--- src/rtl/inst_status_gen_if.sv ---
// Controller <-> status-generator link: the instruction word going out and the status flags coming back.
interface inst_status_gen_if;
    logic [18:0] inst;
    logic        q_full;
    logic        k_full;
    logic        ld_done;
    logic        ofifo_wr;
    logic        ofifo_full;
    logic        sfp_ready;
    logic        int_fifo_full;

    modport master (
        output inst,
        input  q_full, k_full, ld_done, ofifo_wr, ofifo_full, sfp_ready, int_fifo_full
    );

    modport slave (
        input  inst,
        output q_full, k_full, ld_done, ofifo_wr, ofifo_full, sfp_ready, int_fifo_full
    );
endinterface

--- src/rtl/inst_status_gen.sv ---
// Datapath-side responder: decodes instruction strobes, tracks buffer/FIFO/SFP state
// and returns registered status flags to the controller.
module inst_status_gen #(
    parameter int unsigned Q_DEPTH     = 8,
    parameter int unsigned K_DEPTH     = 8,
    parameter int unsigned LD_LEN      = 8,
    parameter int unsigned OFIFO_DEPTH = 8,
    parameter int unsigned INT_DEPTH   = 4,
    parameter int unsigned SFP_LAT     = 5
) (
    input  logic               clk,
    input  logic               reset,
    inst_status_gen_if.slave   bus
);
    localparam int unsigned QW = $clog2(Q_DEPTH + 1);
    localparam int unsigned KW = $clog2(K_DEPTH + 1);
    localparam int unsigned LW = $clog2(LD_LEN + 1);
    localparam int unsigned OW = $clog2(OFIFO_DEPTH + 1);
    localparam int unsigned IW = $clog2(INT_DEPTH + 1);
    localparam int unsigned TW = (SFP_LAT > 1) ? $clog2(SFP_LAT) : 1;

    typedef enum logic [1:0] {
        SFP_IDLE  = 2'd0,
        SFP_BUSY  = 2'd1,
        SFP_READY = 2'd2
    } sfp_state_t;

    logic [18:0] w_inst;
    logic        w_act, w_clr;
    logic        w_k_wr, w_ld, w_q_wr;
    logic        w_of_push, w_of_pop, w_int_push, w_int_pop;
    logic        w_sfp_start, w_sfp_ack;
    logic        w_unused_bits;

    assign w_inst        = bus.inst;
    assign w_act         = w_inst[14] & w_inst[13] & w_inst[12];
    assign w_clr         = w_inst[11];
    assign w_k_wr        = w_act & w_inst[2];
    assign w_ld          = w_act & w_inst[3];
    assign w_q_wr        = w_act & w_inst[4];
    assign w_of_push     = w_act & w_inst[5] & w_inst[7];
    assign w_of_pop      = w_act & w_inst[6];
    assign w_sfp_start   = w_act & w_inst[8];
    assign w_sfp_ack     = w_act & w_inst[9];
    assign w_int_push    = w_act & w_inst[10];
    assign w_int_pop     = w_act & w_inst[15];
    assign w_unused_bits = ^{w_inst[18:16], w_inst[1:0]};

    logic [QW-1:0] r_q_cnt,   w_q_nxt;
    logic [KW-1:0] r_k_cnt,   w_k_nxt;
    logic [LW-1:0] r_ld_cnt,  w_ld_nxt;
    logic [OW-1:0] r_of_cnt,  w_of_nxt;
    logic [IW-1:0] r_int_cnt, w_int_nxt;
    logic          w_of_push_acc, w_of_pop_acc, w_int_push_acc, w_int_pop_acc;

    // Saturating fill counters; clear has priority over any write strobe
    always_comb begin
        w_q_nxt  = r_q_cnt;
        w_k_nxt  = r_k_cnt;
        w_ld_nxt = r_ld_cnt;
        if (w_clr) begin
            w_q_nxt  = '0;
            w_k_nxt  = '0;
            w_ld_nxt = '0;
        end else begin
            if (w_q_wr && (r_q_cnt != QW'(Q_DEPTH)))  w_q_nxt  = r_q_cnt + QW'(1);
            if (w_k_wr && (r_k_cnt != KW'(K_DEPTH)))  w_k_nxt  = r_k_cnt + KW'(1);
            if (w_ld   && (r_ld_cnt != LW'(LD_LEN)))  w_ld_nxt = r_ld_cnt + LW'(1);
        end
    end

    // A push into a full FIFO is still accepted when a pop frees the slot in the same cycle
    assign w_of_push_acc  = w_of_push  & ((r_of_cnt != OW'(OFIFO_DEPTH)) | w_of_pop);
    assign w_of_pop_acc   = w_of_pop   & (r_of_cnt != '0);
    assign w_int_push_acc = w_int_push & ((r_int_cnt != IW'(INT_DEPTH)) | w_int_pop);
    assign w_int_pop_acc  = w_int_pop  & (r_int_cnt != '0);

    always_comb begin
        w_of_nxt  = r_of_cnt;
        w_int_nxt = r_int_cnt;
        case ({w_of_push_acc, w_of_pop_acc})
            2'b10:   w_of_nxt = r_of_cnt + OW'(1);
            2'b01:   w_of_nxt = r_of_cnt - OW'(1);
            default: w_of_nxt = r_of_cnt;
        endcase
        case ({w_int_push_acc, w_int_pop_acc})
            2'b10:   w_int_nxt = r_int_cnt + IW'(1);
            2'b01:   w_int_nxt = r_int_cnt - IW'(1);
            default: w_int_nxt = r_int_cnt;
        endcase
    end

    logic r_q_full, r_k_full, r_ld_done, r_ofifo_wr, r_ofifo_full, r_int_fifo_full;

    // Counters and their flags update together so every flag comes straight from a flop
    always_ff @(posedge clk or negedge reset) begin
        if (!reset) begin
            r_q_cnt         <= '0;
            r_k_cnt         <= '0;
            r_ld_cnt        <= '0;
            r_of_cnt        <= '0;
            r_int_cnt       <= '0;
            r_q_full        <= 1'b0;
            r_k_full        <= 1'b0;
            r_ld_done       <= 1'b0;
            r_ofifo_wr      <= 1'b0;
            r_ofifo_full    <= 1'b0;
            r_int_fifo_full <= 1'b0;
        end else begin
            r_q_cnt         <= w_q_nxt;
            r_k_cnt         <= w_k_nxt;
            r_ld_cnt        <= w_ld_nxt;
            r_of_cnt        <= w_of_nxt;
            r_int_cnt       <= w_int_nxt;
            r_q_full        <= (w_q_nxt == QW'(Q_DEPTH));
            r_k_full        <= (w_k_nxt == KW'(K_DEPTH));
            r_ld_done       <= (w_ld_nxt == LW'(LD_LEN));
            r_ofifo_wr      <= w_of_push_acc;
            r_ofifo_full    <= (w_of_nxt == OW'(OFIFO_DEPTH));
            r_int_fifo_full <= (w_int_nxt == IW'(INT_DEPTH));
        end
    end

    sfp_state_t    r_sfp_state;
    logic [TW-1:0] r_sfp_timer;
    logic          r_sfp_ready;

    // SFP latency tracker; the timer runs freely once started, clear aborts to IDLE
    always_ff @(posedge clk or negedge reset) begin
        if (!reset) begin
            r_sfp_state <= SFP_IDLE;
            r_sfp_timer <= '0;
            r_sfp_ready <= 1'b0;
        end else if (w_clr) begin
            r_sfp_state <= SFP_IDLE;
            r_sfp_timer <= '0;
            r_sfp_ready <= 1'b0;
        end else begin
            case (r_sfp_state)
                SFP_IDLE: begin
                    if (w_sfp_start) begin
                        r_sfp_state <= SFP_BUSY;
                        r_sfp_timer <= TW'(SFP_LAT - 1);
                    end
                end
                SFP_BUSY: begin
                    if (r_sfp_timer == '0) begin
                        r_sfp_state <= SFP_READY;
                        r_sfp_ready <= 1'b1;
                    end else begin
                        r_sfp_timer <= r_sfp_timer - TW'(1);
                    end
                end
                SFP_READY: begin
                    if (w_sfp_ack) begin
                        r_sfp_state <= SFP_IDLE;
                        r_sfp_ready <= 1'b0;
                    end
                end
                default: begin
                    r_sfp_state <= SFP_IDLE;
                    r_sfp_ready <= 1'b0;
                end
            endcase
        end
    end

    assign bus.q_full        = r_q_full;
    assign bus.k_full        = r_k_full;
    assign bus.ld_done       = r_ld_done;
    assign bus.ofifo_wr      = r_ofifo_wr;
    assign bus.ofifo_full    = r_ofifo_full;
    assign bus.sfp_ready     = r_sfp_ready;
    assign bus.int_fifo_full = r_int_fifo_full;

endmodule

--- src/flat_wrapper.sv ---
// flat-port wrapper written by rule: the top's interface ports become plain ports
module inst_status_gen_flat 
#(
    parameter int unsigned Q_DEPTH     = 8,
    parameter int unsigned K_DEPTH     = 8,
    parameter int unsigned LD_LEN      = 8,
    parameter int unsigned OFIFO_DEPTH = 8,
    parameter int unsigned INT_DEPTH   = 4,
    parameter int unsigned SFP_LAT     = 5
)
  (clk, reset, bus_inst, bus_q_full, bus_k_full, bus_ld_done, bus_ofifo_wr, bus_ofifo_full, bus_sfp_ready, bus_int_fifo_full);
  inst_status_gen_if bus_i ();
  input  logic clk;
  input  logic reset;
  input wire logic [$bits(bus_i.inst)-1:0] bus_inst;
  output wire logic [$bits(bus_i.q_full)-1:0] bus_q_full;
  output wire logic [$bits(bus_i.k_full)-1:0] bus_k_full;
  output wire logic [$bits(bus_i.ld_done)-1:0] bus_ld_done;
  output wire logic [$bits(bus_i.ofifo_wr)-1:0] bus_ofifo_wr;
  output wire logic [$bits(bus_i.ofifo_full)-1:0] bus_ofifo_full;
  output wire logic [$bits(bus_i.sfp_ready)-1:0] bus_sfp_ready;
  output wire logic [$bits(bus_i.int_fifo_full)-1:0] bus_int_fifo_full;
  assign bus_i.inst = bus_inst;
  assign bus_q_full = bus_i.q_full;
  assign bus_k_full = bus_i.k_full;
  assign bus_ld_done = bus_i.ld_done;
  assign bus_ofifo_wr = bus_i.ofifo_wr;
  assign bus_ofifo_full = bus_i.ofifo_full;
  assign bus_sfp_ready = bus_i.sfp_ready;
  assign bus_int_fifo_full = bus_i.int_fifo_full;
  inst_status_gen #(.Q_DEPTH(Q_DEPTH), .K_DEPTH(K_DEPTH), .LD_LEN(LD_LEN), .OFIFO_DEPTH(OFIFO_DEPTH), .INT_DEPTH(INT_DEPTH), .SFP_LAT(SFP_LAT)) u_core (.clk(clk), .reset(reset), .bus(bus_i));
endmodule
--- config.mk ---
export PLATFORM = sky130hd
export DESIGN_NAME = inst_status_gen_flat
export DESIGN_NICKNAME = d
export VERILOG_FILES = /design/src/rtl/inst_status_gen_if.sv /design/src/rtl/inst_status_gen.sv /design/src/flat_wrapper.sv
export SDC_FILE = /design/constraint.sdc
export NUM_CORES = 1
export LEC_CHECK = 0
export ABC_AREA = 1
export CAP_MARGIN = 20
export CORE_MARGIN = 3
export CORE_UTILIZATION = 58
export CTS_CLUSTER_SIZE = 40
export DETAILED_ROUTE_END_ITERATION = 6
export PLACE_DENSITY_LB_ADDON = 0.2
export SLEW_MARGIN = 5
export SYNTH_ARGS = -nofsm -noshare
export SYNTH_HDL_FRONTEND = slang
export SYNTH_SLANG_ARGS = --single-unit
export TNS_END_PERCENT = 20
--- constraint.sdc ---
create_clock -name clk -period 5.2 [get_ports clk]
set_clock_uncertainty 0.1 [all_clocks]
set_input_delay 1.04 -clock clk [delete_from_list [all_inputs] [get_ports clk]]
set_output_delay 1.04 -clock clk [all_outputs]
set_load 0.005 [all_outputs]
==> results of run 1 <==
[flip-flops by register name, summed over array words and instances, names as in the netlist]
register / count
u_core.r_sfp_state: 2
u_core.bus.k_full: 1
u_core.r_of_cnt: 4
u_core.r_ld_cnt: 4
u_core.bus.sfp_ready: 1
u_core.r_int_cnt: 3
u_core.bus.ld_done: 1
u_core.bus.q_full: 1
u_core.r_k_cnt: 4
u_core.bus.ofifo_wr: 1
u_core.bus.int_fifo_full: 1
u_core.r_q_cnt: 4
u_core.bus.ofifo_full: 1
u_core.r_sfp_timer: 3
[area by class of cell]
type,count,share of cell area
inverters,53,0.0886
clock inverters,1,0.00220
multi-input cells,170,0.424
repair buffers,23,0.100
well taps,44,0.0242
clock buffers,7,0.0198
flip-flops and latches,31,0.341
[power breakdown]
group,internal [mW],total [mW],switching (mW)
logic,0.108,0.242,0.134
registers,0.292,0.333,0.0405
clock network,0.0526,0.131,0.0788
[worst register-to-register path, delay by kind of cell, from the launching register on]
kind | cells | cell delay (ps)
AOI/OAI and AO/OA | 3 | 470
xor gates and xnor gates | 1 | 140
DFF | 1 | 430
buffers and inverters | 3 | 190
adders and majority gates | 2 | 590
and+or+nand+nor | 3 | 270
[synthesized netlist by cell type, types with 2 or more instances]
cell type  number
nand2_2         2
nand3_1        24
a21oi_1         6
ha_1           12
nand4_1         6
nor2_1         21
nand3_2         4
a31oi_1         2
fa_1            2
nand2_1        66
xor2_1          2
o21ai_0         7
xnor2_1         4
nor2_4          4
o21ai_1         3
dfrtp_1        31
inv_1          52
[layer usage]
metal | part of all wire | global-route usage
met2 | 0.44 | 0.284
met3 | 0.053 | 0.0668
met4 | 0.015 | 0.0647
met5 | 0 | 0
met1 | 0.49 | 0.243
[final timing paths]
path                            cells past startpoint                     to  slack, ps
worst max-delay path                               13  u_core.bus.ofifo_full       1890
worst min-delay path                                1    u_core.r_int_cnt[0]        400
worst max register to register                     12  u_core.bus.ofifo_full       2930
worst min register to register                      1    u_core.r_int_cnt[0]        400
max in group asynchronous                           2      u_core.r_q_cnt[2]       3720
min in group asynchronous                           2    u_core.r_int_cnt[1]        990
[cell usage in the layout, fill, tap and decap left out, types with 3 or more instances in the layout]
cell / netlist / final
a21oi_1: 6 / 6
clkbuf_4: 0 / 5
clkdlybuf4s50_1: 0 / 22
dfrtp_1: 31 / 31
ha_1: 12 / 12
inv_1: 52 / 52
nand2_1: 66 / 66
nand3_1: 24 / 24
nand3_2: 4 / 4
nand4_1: 6 / 6
nor2_1: 21 / 21
nor2_4: 4 / 4
o21ai_0: 7 / 7
o21ai_1: 3 / 3
xnor2_1: 4 / 4
[kinds of logic (layout without fill, tap and decap cells)]
kind of cell	after synthesis	after routing	share of synthesized area
AND/OR/NAND/NOR	131	131	0.319
buffers and inverters	54	84	0.107
flip-flops	31	31	0.398
AO/OA/AOI/OAI	19	19	0.0514
adder cells (fa/ha/maj)	14	14	0.0976
XOR/XNOR	6	6	0.0270
[through the flow]
| step | hold slack (ps) | instance area (sq um) | setup slack [ps] |
|---|---|---|---|
| 3_5_place_dp | 374 | 2220 | 1550 |
| 2_1_floorplan | 353 | 1950 | 2400 |
| 3_3_place_gp | 374 | 2220 | 1570 |
| 5_1_grt | 434 | 2270 | 1680 |
| 4_1_cts | 400 | 2270 | 1910 |
| 6_report | 398 | 2270 | 1890 |
==> results by group, run 1 <==
Outcome
  • Status: finished clean

Floorplanning
  • Die W: 64.0 um
  • Initial core utilization: 0.623
  • Core area: 3130 sq um
  • Die height: 64.0 um
  • IO Count: 28
  • Placement Rows: 20
  • Full die area: around 4000 sq um

CTS
  • Reg clk slew, reported paths: ~100 ps
  • TritonCTS clock tree: done
  • CTS max path bufs: 2
  • # clock sinks: 31
  • CTS Buf Count: 5
  • H-tree Lvls: 2
  • Root buf cell: clkbuf_4
  • Hold buffer count at cts: 0
  • Clk Latency, worst-skew pair: around 330 ps
  • # resized after CTS: 0
  • Post-CTS Setup Repair Bufs: 0

Worst setup path
  • Critical Path, Cell by Cell: clkdlybuf4s50_1, inv_1, nor2_4, nand3_1, a31oi_1, inv_1, ha_1, inv_1, fa_1, o21ai_0, nor2_1, nand2_1, a21oi_1
  • CP max-delay cell: clkdlybuf4s50_1
  • CP Max Fanout: 5
  • Critical Path Source Type: primary input
  • CP bufs+invs: 4
  • Worst stage delay on the critical path: 560 ps
  • CP Data Arrival Time: 3440 ps
  • CP Class: primary input to flop
  • Crit path capture type: flop
  • Crit path max-delay family: buffers and inverters
  • Crit Reg-Reg Startpoint: u_core.r_of_cnt[1]
  • Origin of the worst setup path: bus_inst[12]
  • WP data required: 5330 ps
  • Most used cell, CP: inv_1

Finish
  • Final std cells w/o fill: approximately 330
  • FF/Latch Area: 776 sq um
  • Area Growth Syn to Fin: 16.7%
  • Fin nets: 319
  • Fillers: 278
  • Fin util: 0.727
  • Share of layout cells above drive strength 1: 0.0702
  • Antenna Cells: 0
  • Area occupied by multi-input gates: 963 sq um

Synth
  • Synth Warn #: 0
  • Asr flop ratio synth: 1.00
  • Seq/Total Area, Yosys: 0.398
  • Mapped Avg Cell Area: roughly 7.6 sq um
  • Mapped Cells: 255
  • Post-synth EDFFs: 0
  • Ys flop type: dfrtp_1
  • Post-synthesis net count: 290
  • Synth cell types: 24
  • Largest area contributor in the netlist: dfrtp_1
  • Ranking of synthesized cells by area: dfrtp_1, nand2_1, inv_1, ha_1, nand3_1
  • Post-Synthesis Cell Area: 1950 sq um
  • Synth top area share: 0.398
  • Flops & latches, synth: 31

Timing
  • Final Hold Vio Count: 0
  • Max-slew headroom: 0.697
  • Total negative slack: 0 ps
  • Least-Margin Pin Slew: 454 ps
  • RSZ-0062 raised after global routing: false
  • Tcrit/Tclk final: 0.637
  • Peak Freq: between 300 and 400 MHz
  • Post-layout min period: around 3300 ps
  • Slew Limit Fails: 0
  • Final setup viols: 0

Placed design
  • GP Congestion: ~0.8
  • Post-DP HPWL: 2.60 mm
  • PortBufs: 22
  • Placed cell count: 321

Route
  • Via count: 1606
  • Final Routed Wirelength: between 3 and 4 mm
  • Residual DRC: 0
  • DR vias/cell: ~4.9
  • Starting DRC count in detailed routing: 87
  • Pre-antenna DRT Iters: 4
  • Drt wl/cell: 10.4 um
  • Routed Antenna Nets: 0

Worst hold path
  • Hold Crit Class: flop to flop
  • Hold path startpoint: u_core.r_int_cnt[0]

Global routing
  • Total track usage: 0.186
  • Vias in the first global route: 1427
  • Antenna violations before repair: 0
  • Largest net degree at the start of global routing: 32
  • First-pass GRT wire length: between 5 and 6 mm
  • Remaining global-route overflow: 0

Power
  • Max VDD drop: 302 uV
  • Design Power: 0.706 mW
  • Pleak: 1.22 nW
  • Power density cells: between 300 and 400 nW/um^2

Flow run
  • Max Cap Viol: 0
(Power assumes the default switching activity.)
==> run 2, diff against run 1 <==
- CORE_UTILIZATION: 58 -> 54
- clock period: 5.2 -> 3.45 ns (I/O delays scaled with it)
==> run 2 against run 1 <==
Net effect:
- die area is 6.7% higher
- global-route usage is 0.28 points higher
- sequential power rose by 52%
- worst setup slack worse by 1200 ps
- clock-buffer cell count is 1 lower
- critical endpoint unchanged
- largest cell class unchanged
- largest power group unchanged
- critical path depth decreased by 2
- hold slack gained 5.2 ps
==> results by group, run 2 (synthesis results as in run 1) <==
Outcome
  • Status: finished clean

Power
  • Switching Share: 0.362 (+0.00272)
  • Cell-internal power: 0.679 mW (+50%)
  • Sequential Power Share: 0.475 (+0.004)
  • Net Sw Power: 0.385 mW (+52%)
  • Max VDD drop: 450 uV (+49%)
  • Pleak: 1.23 nW (+0.76%)
  • Power density cells: 465 nW/um^2 (+50%)
  • Comb pwr share: 0.352 (+0.010)
  • Clock share of power: 0.174 (-0.012)

CTS
  • # resized after CTS: 0 (unchanged)
  • H-tree Lvls: 2 (unchanged)
  • Post-CTS Setup Repair Bufs: 0 (unchanged)
  • Reg clk slew, reported paths: 80 ps (-20 ps)
  • TritonCTS clock tree: done
  • Root buf cell: clkbuf_4
  • Hold buffer count at cts: 0 (unchanged)
  • # clock sinks: 31 (unchanged)
  • CTS max path bufs: 2 (unchanged)
  • Clk Latency, worst-skew pair: 320 ps (about the same)
  • CTS Buf Count: 5 (unchanged)

Route
  • Pre-antenna DRT Iters: 4 (unchanged)
  • Starting DRC count in detailed routing: 66 (-24%)
  • Routed Antenna Nets: 0 (unchanged)
  • Residual DRC: 0 (unchanged)
  • Final Routed Wirelength: 3.56 mm (+4.4%)
  • Via count: 1636 (+1.9%)
  • DR vias/cell: 4.93 (+0.95%)
  • Drt wl/cell: 10.7 um (+3.4%)

Flow run
  • Max Cap Viol: 0 (unchanged)

Floorplanning
  • Full die area: 4360 sq um (+6.7%)
  • Initial core utilization: 0.570 (-0.0525)
  • Core area: 3420 sq um (+9.2%)
  • Placement Rows: 21 (+5.0%)
  • Die height: 66.1 um (+3.3%)
  • Die W: 66.1 um (+3.3%)
  • IO Count: 28 (unchanged)

Global routing
  • Total track usage: 0.189 (+0.00280)
  • Vias in the first global route: 1519 (+6.4%)
  • GR Util met2: 0.314 (+0.0303)
  • First-pass GRT wire length: 6.32 mm (+6.8%)
  • GRT met1 Usage: 0.235 (-0.00812)
  • Remaining global-route overflow: 0 (unchanged)
  • Antenna violations before repair: 0 (unchanged)
  • Largest net degree at the start of global routing: 32 (unchanged)
  • Most Used Layer, Global Route: met2
  • M3 GR Usage: 0.0493 (-0.0175)

Timing
  • Slew Limit Fails: 0 (unchanged)
  • Tcrit/Tclk final: 0.813
  • Total negative slack: 0 ps (unchanged)
  • Worst setup margin: 645 ps (-1240 ps)
  • Peak Freq: 357 MHz
  • RSZ-0062 raised after global routing: false
  • Least-Margin Pin Slew: 478 ps (+24.8 ps)
  • Post-layout min period: 2800 ps
  • Final Hold Vio Count: 0 (unchanged)
  • Max-slew headroom: 0.680 (-0.0166)
  • Worst hold margin: 403 ps (+5.23 ps)
  • Final setup viols: 0 (unchanged)

Finish
  • Antenna Cells: 0 (unchanged)
  • FF/Latch Area: 776 sq um (unchanged)
  • Fillers: 315 (+13%)
  • Fin nets: 322 (+0.94%)
  • Most common cell after layout, fill and taps aside: nand2_1
  • Most frequent cells in the layout: nand2_1, inv_1, dfrtp_1, nand3_1, clkdlybuf4s50_1
  • Area occupied by multi-input gates: 963 sq um (unchanged)
  • Share of layout cells above drive strength 1: 0.0769 (+0.00675)
  • Area Growth Syn to Fin: 17.5%
  • Post-route cell area: 2290 sq um (+0.72%)

Worst setup path
  • CP Max Fanout: 6 (+1)
  • WP data required: 3600 ps (-1730 ps)
  • CP Class: primary input to flop
  • CP Data Arrival Time: 2960 ps (-480 ps)
  • Critical Path Source Type: primary input
  • Crit path capture type: flop

Placed design
  • Dpl ws: 268 ps (-1280 ps)
  • Placement Cell Area: 2250 sq um (+1.1%)
  • Post-DP HPWL: 2.74 mm (+5.3%)
  • PortBufs: 22 (unchanged)
  • GP Congestion: 0.796 (-0.69%)

Worst hold path
  • Hold Crit Class: flop to flop
-- run 2: changes by cell type in the layout (fill, tap and decap cells not counted), sizes merged --
cell,delta
buf,+3
clkbuf,-1
clkinv,-1
-- run 2: final cells by class --
| cell class | instances | area share |
|---|---|---|
| clock buffers | 6 | 0.0180 |
| inverters | 53 | 0.0880 |
| flip-flops and latches | 31 | 0.339 |
| repair buffers | 26 | 0.109 |
| multi-input cells | 170 | 0.421 |
| well taps | 46 | 0.0251 |
-- run 2: routing by layer --
metal	part of all wire	vias to the layer above
li1	-	851
met1	0.49	749
met2	0.45	30
met3	0.045	6
met4	0.016	0
met5	0	-
-- run 2: power groups by stage --
stage,registers (mW),logic [mW],clock network [mW]
after floorplan,0.497,0.263,0
after global placement,0.506,0.359,0
after detailed placement,0.510,0.374,0
after CTS,0.503,0.380,0.195
after global routing,0.515,0.433,0.209
final,0.505,0.374,0.185
-- run 2: final timing paths --
path                                     start  slack (ps)                     to  cells after the start
setup / recovery                  bus_inst[12]         650  u_core.bus.ofifo_full                     11
hold / removal             u_core.r_int_cnt[1]         400    u_core.r_int_cnt[1]                      2
setup reg to reg            u_core.r_of_cnt[1]        1220  u_core.bus.ofifo_full                     12
hold reg to reg            u_core.r_int_cnt[1]         400    u_core.r_int_cnt[1]                      2
max in group asynchronous                reset        2320  u_core.bus.ofifo_full                      2
min in group asynchronous                reset         640     u_core.r_ld_cnt[0]                      2
-- run 2: through the flow --
stage / util / power (mW) / std cells
6_report: 0.670 / 1.06 / 332
2_1_floorplan: - / 0.760 / 255
4_1_cts: 0.670 / 1.08 / 332
3_3_place_gp: 0.658 / 0.865 / 326
3_5_place_dp: 0.658 / 0.884 / 326
5_1_grt: 0.670 / 1.16 / 332
-- run 2: worst max-delay path: stages --
cell and delay (ps):
clkdlybuf4s50_1 490, buf_4 140, nand3_4 140, nor3_1 210, ha_1 270, inv_1 70
fa_1 370, xnor2_1 130, a21boi_0 230, nand2_1 90, a21oi_1 120
==> run 3, diff against run 2 <==
- clock period: 3.45 -> 2.8 ns (I/O delays scaled with it)
==> run 3 against run 2 <==
Net effect:
- core utilization grew 2.6 points
- first-iteration DRC count shrank 35%
- sequential power grew 23%
- worst setup slack lost 490 ps
- clock power grew 96%
- non-clock buffer count grew 5
- cell area grew 3.9%
- via count grew 0.43%
- cell count grew 2.1%
- hold slack lost 15 ps
- critical path type unchanged
- register-to-register slack lost 580 ps
==> results by group, run 3 (synthesis results as in run 1) <==
Outcome
  • Status: finished clean

Worst setup path
  • Crit path max-delay family: buffers and inverters
  • Critical Path, Cell by Cell: clkdlybuf4s50_1, inv_1, nor2_4, nand2_1, a31oi_1, ha_1, inv_1, fa_1, a21oi_1, o21ai_0, xor2_1, and2_1
  • CP Data Arrival Time: 2780 ps (-180 ps)
  • Crit path capture type: flop
  • CP bufs+invs: 3 (unchanged)
  • WP data required: 2930 ps (-670 ps)
  • CP Class: primary input to flop
  • Worst stage delay on the critical path: 490 ps (about the same)
  • Critical Path Source Type: primary input
  • CP Max Fanout: 3 (-3)
  • CP max-delay cell: clkdlybuf4s50_1
  • Most used cell, CP: inv_1
  • Worst r2r path cells: 12 (unchanged)
  • Crit. path cell count: 12 (+1)

Route
  • Pre-antenna DRT Iters: 4 (unchanged)
  • Drt wl/cell: 10.6 um (-1.2%)
  • Final Routed Wirelength: 3.59 mm (+0.84%)
  • DR vias/cell: 4.85 (-1.6%)
  • Starting DRC count in detailed routing: 43 (-35%)
  • Via count: 1643 (+0.43%)
  • Routed Antenna Nets: 0 (unchanged)
  • Residual DRC: 0 (unchanged)

CTS
  • Clk Latency, worst-skew pair: 330 ps (about the same)
  • CTS Buf Count: 5 (unchanged)
  • # clock sinks: 31 (unchanged)
  • Root buf cell: clkbuf_4
  • Post-CTS Setup Repair Bufs: 0 (unchanged)
  • H-tree Lvls: 2 (unchanged)
  • CTS max path bufs: 2 (unchanged)
  • Reg clk slew, reported paths: 100 ps (+20 ps)
  • TritonCTS clock tree: done

Timing
  • Tcrit/Tclk final: 0.944
  • Max-slew headroom: 0.692 (+0.0115)
  • Final setup viols: 0 (unchanged)
  • Final Hold Vio Count: 0 (unchanged)
  • Peak Freq: roughly 380 MHz
  • Post-layout min period: 2640 ps
  • Slew Limit Fails: 0 (unchanged)
  • Least-Margin Pin Slew: 461 ps (-17.2 ps)

Global routing
  • Vias in the first global route: 1590 (+4.7%)
  • First-pass GRT wire length: 6.33 mm (+0.11%)
  • Remaining global-route overflow: 0 (unchanged)
  • Total track usage: 0.188 (about the same)
  • Antenna violations before repair: 0 (unchanged)
  • Largest net degree at the start of global routing: 32 (unchanged)

Finish
  • Antenna Cells: 0 (unchanged)
  • Area occupied by multi-input gates: 970 sq um (+0.65%)
  • Final std cells w/o fill: 339 (+2.1%)
  • Post-route cell area: 2380 sq um (+3.9%)
  • Fin nets: 327 (+1.6%)
  • Most common cell after layout, fill and taps aside: nand2_1
  • Share of layout cells above drive strength 1: 0.106 (+0.0289)
  • Most frequent cells in the layout: nand2_1, inv_1, dfrtp_1, nand3_1, clkdlybuf4s50_1
  • Area Growth Syn to Fin: 22.1%
  • Fillers: 277 (-12%)
  • FF/Latch Area: 776 sq um (unchanged)

Placed design
  • GP Congestion: 0.799 (+0.40%)
  • Placed cell count: 331 (+1.5%)
  • Post-DP HPWL: 2.73 mm (-0.47%)
  • Placement Cell Area: 2290 sq um (+1.7%)
  • PortBufs: 22 (unchanged)

Flow run
  • Max Cap Viol: 0 (unchanged)

Floorplanning
  • Die W: 66.1 um (unchanged)
  • Placement Rows: 21 (unchanged)
  • IO Count: 28 (unchanged)
  • Initial core utilization: 0.570 (unchanged)
  • Die height: 66.1 um (unchanged)
  • Core area: 3420 sq um (unchanged)
  • Full die area: 4360 sq um (unchanged)

Power
  • Power density cells: 611 nW/um^2 (+32%)
  • Pleak: 1.28 nW (+4.0%)
  • Design Power: 1.45 mW (+37%)
  • Max VDD drop: 582 uV (+29%)

Worst hold path
  • Hold Crit Class: flop to flop
  • Worst hold path depth: 2 (unchanged)
[run 3: changes by cell type in the layout (fill, tap and decap cells not counted), sizes merged]
cell,before,now
bufinv,0,1
clkinv,0,1
buf,4,9
[run 3: repair_timing]
action	in CTS	in global routing
hold buffers	0	0
gates resized for setup	0	3
setup endpoints to repair	0	2
[run 3: final cells by class]
type | instances | share of cell area
clock buffer | 6 | 0.0216
clock inverter | 2 | 0.0147
inverter | 53 | 0.0847
multi-input combinational | 170 | 0.408
sequential | 31 | 0.326
tap | 46 | 0.0242
timing repair buffer | 31 | 0.121
[run 3: worst reg2reg max path: stages (launching register included)]
cell and delay (ps):
dfrtp_1 440, nor2_1 100, nand2_1 70, inv_1 70, a31oi_2 80, inv_1 70
ha_1 210, inv_1 70, fa_1 380, xnor2_1 140, a21boi_1 170, nand2_1 70
a21oi_1 120
[run 3: where the power goes]
part           internal (mW)  leakage (nW)  switching (mW)  total, mW
Combinational          0.211         0.818           0.261      0.472
Sequential             0.542         0.414          0.0761      0.619
Clock                  0.211        0.0482           0.152      0.363
Total                  0.964          1.28           0.489       1.45
[run 3: metal layers]
metal,routed length [um],share of wire,track usage,up-vias
li1,-,-,-,864
met1,1730,0.48,0.244,748
met2,1660,0.46,0.299,25
met3,147,0.041,0.0459,6
met4,54,0.015,0.0838,0
met5,0,0,0,-
[run 3: metrics by stage]
stage	util	setup slack [ps]	setup TNS (ps)	hold WS, ps
2_1_floorplan	-	483	0	164
3_3_place_gp	0.669	-138	-291	373
3_5_place_dp	0.669	-168	-512	368
4_1_cts	0.695	152	0	394
5_1_grt	0.696	-13.6	-13.6	418
6_report	0.696	156	0	388
[run 3: path summary, 6_finish.rpt]
path | startpoint | to | slack (ps)
min in group asynchronous | reset | u_core.r_ld_cnt[1] | 500
worst min register to register | u_core.bus.sfp_ready | u_core.bus.sfp_ready | 390
worst max-delay path | bus_inst[12] | u_core.bus.int_fifo_full | 160
max in group asynchronous | reset | u_core.r_q_cnt[1] | 1800
worst min-delay path | u_core.bus.sfp_ready | u_core.bus.sfp_ready | 390
worst max register to register | u_core.r_of_cnt[0] | u_core.bus.ofifo_full | 640
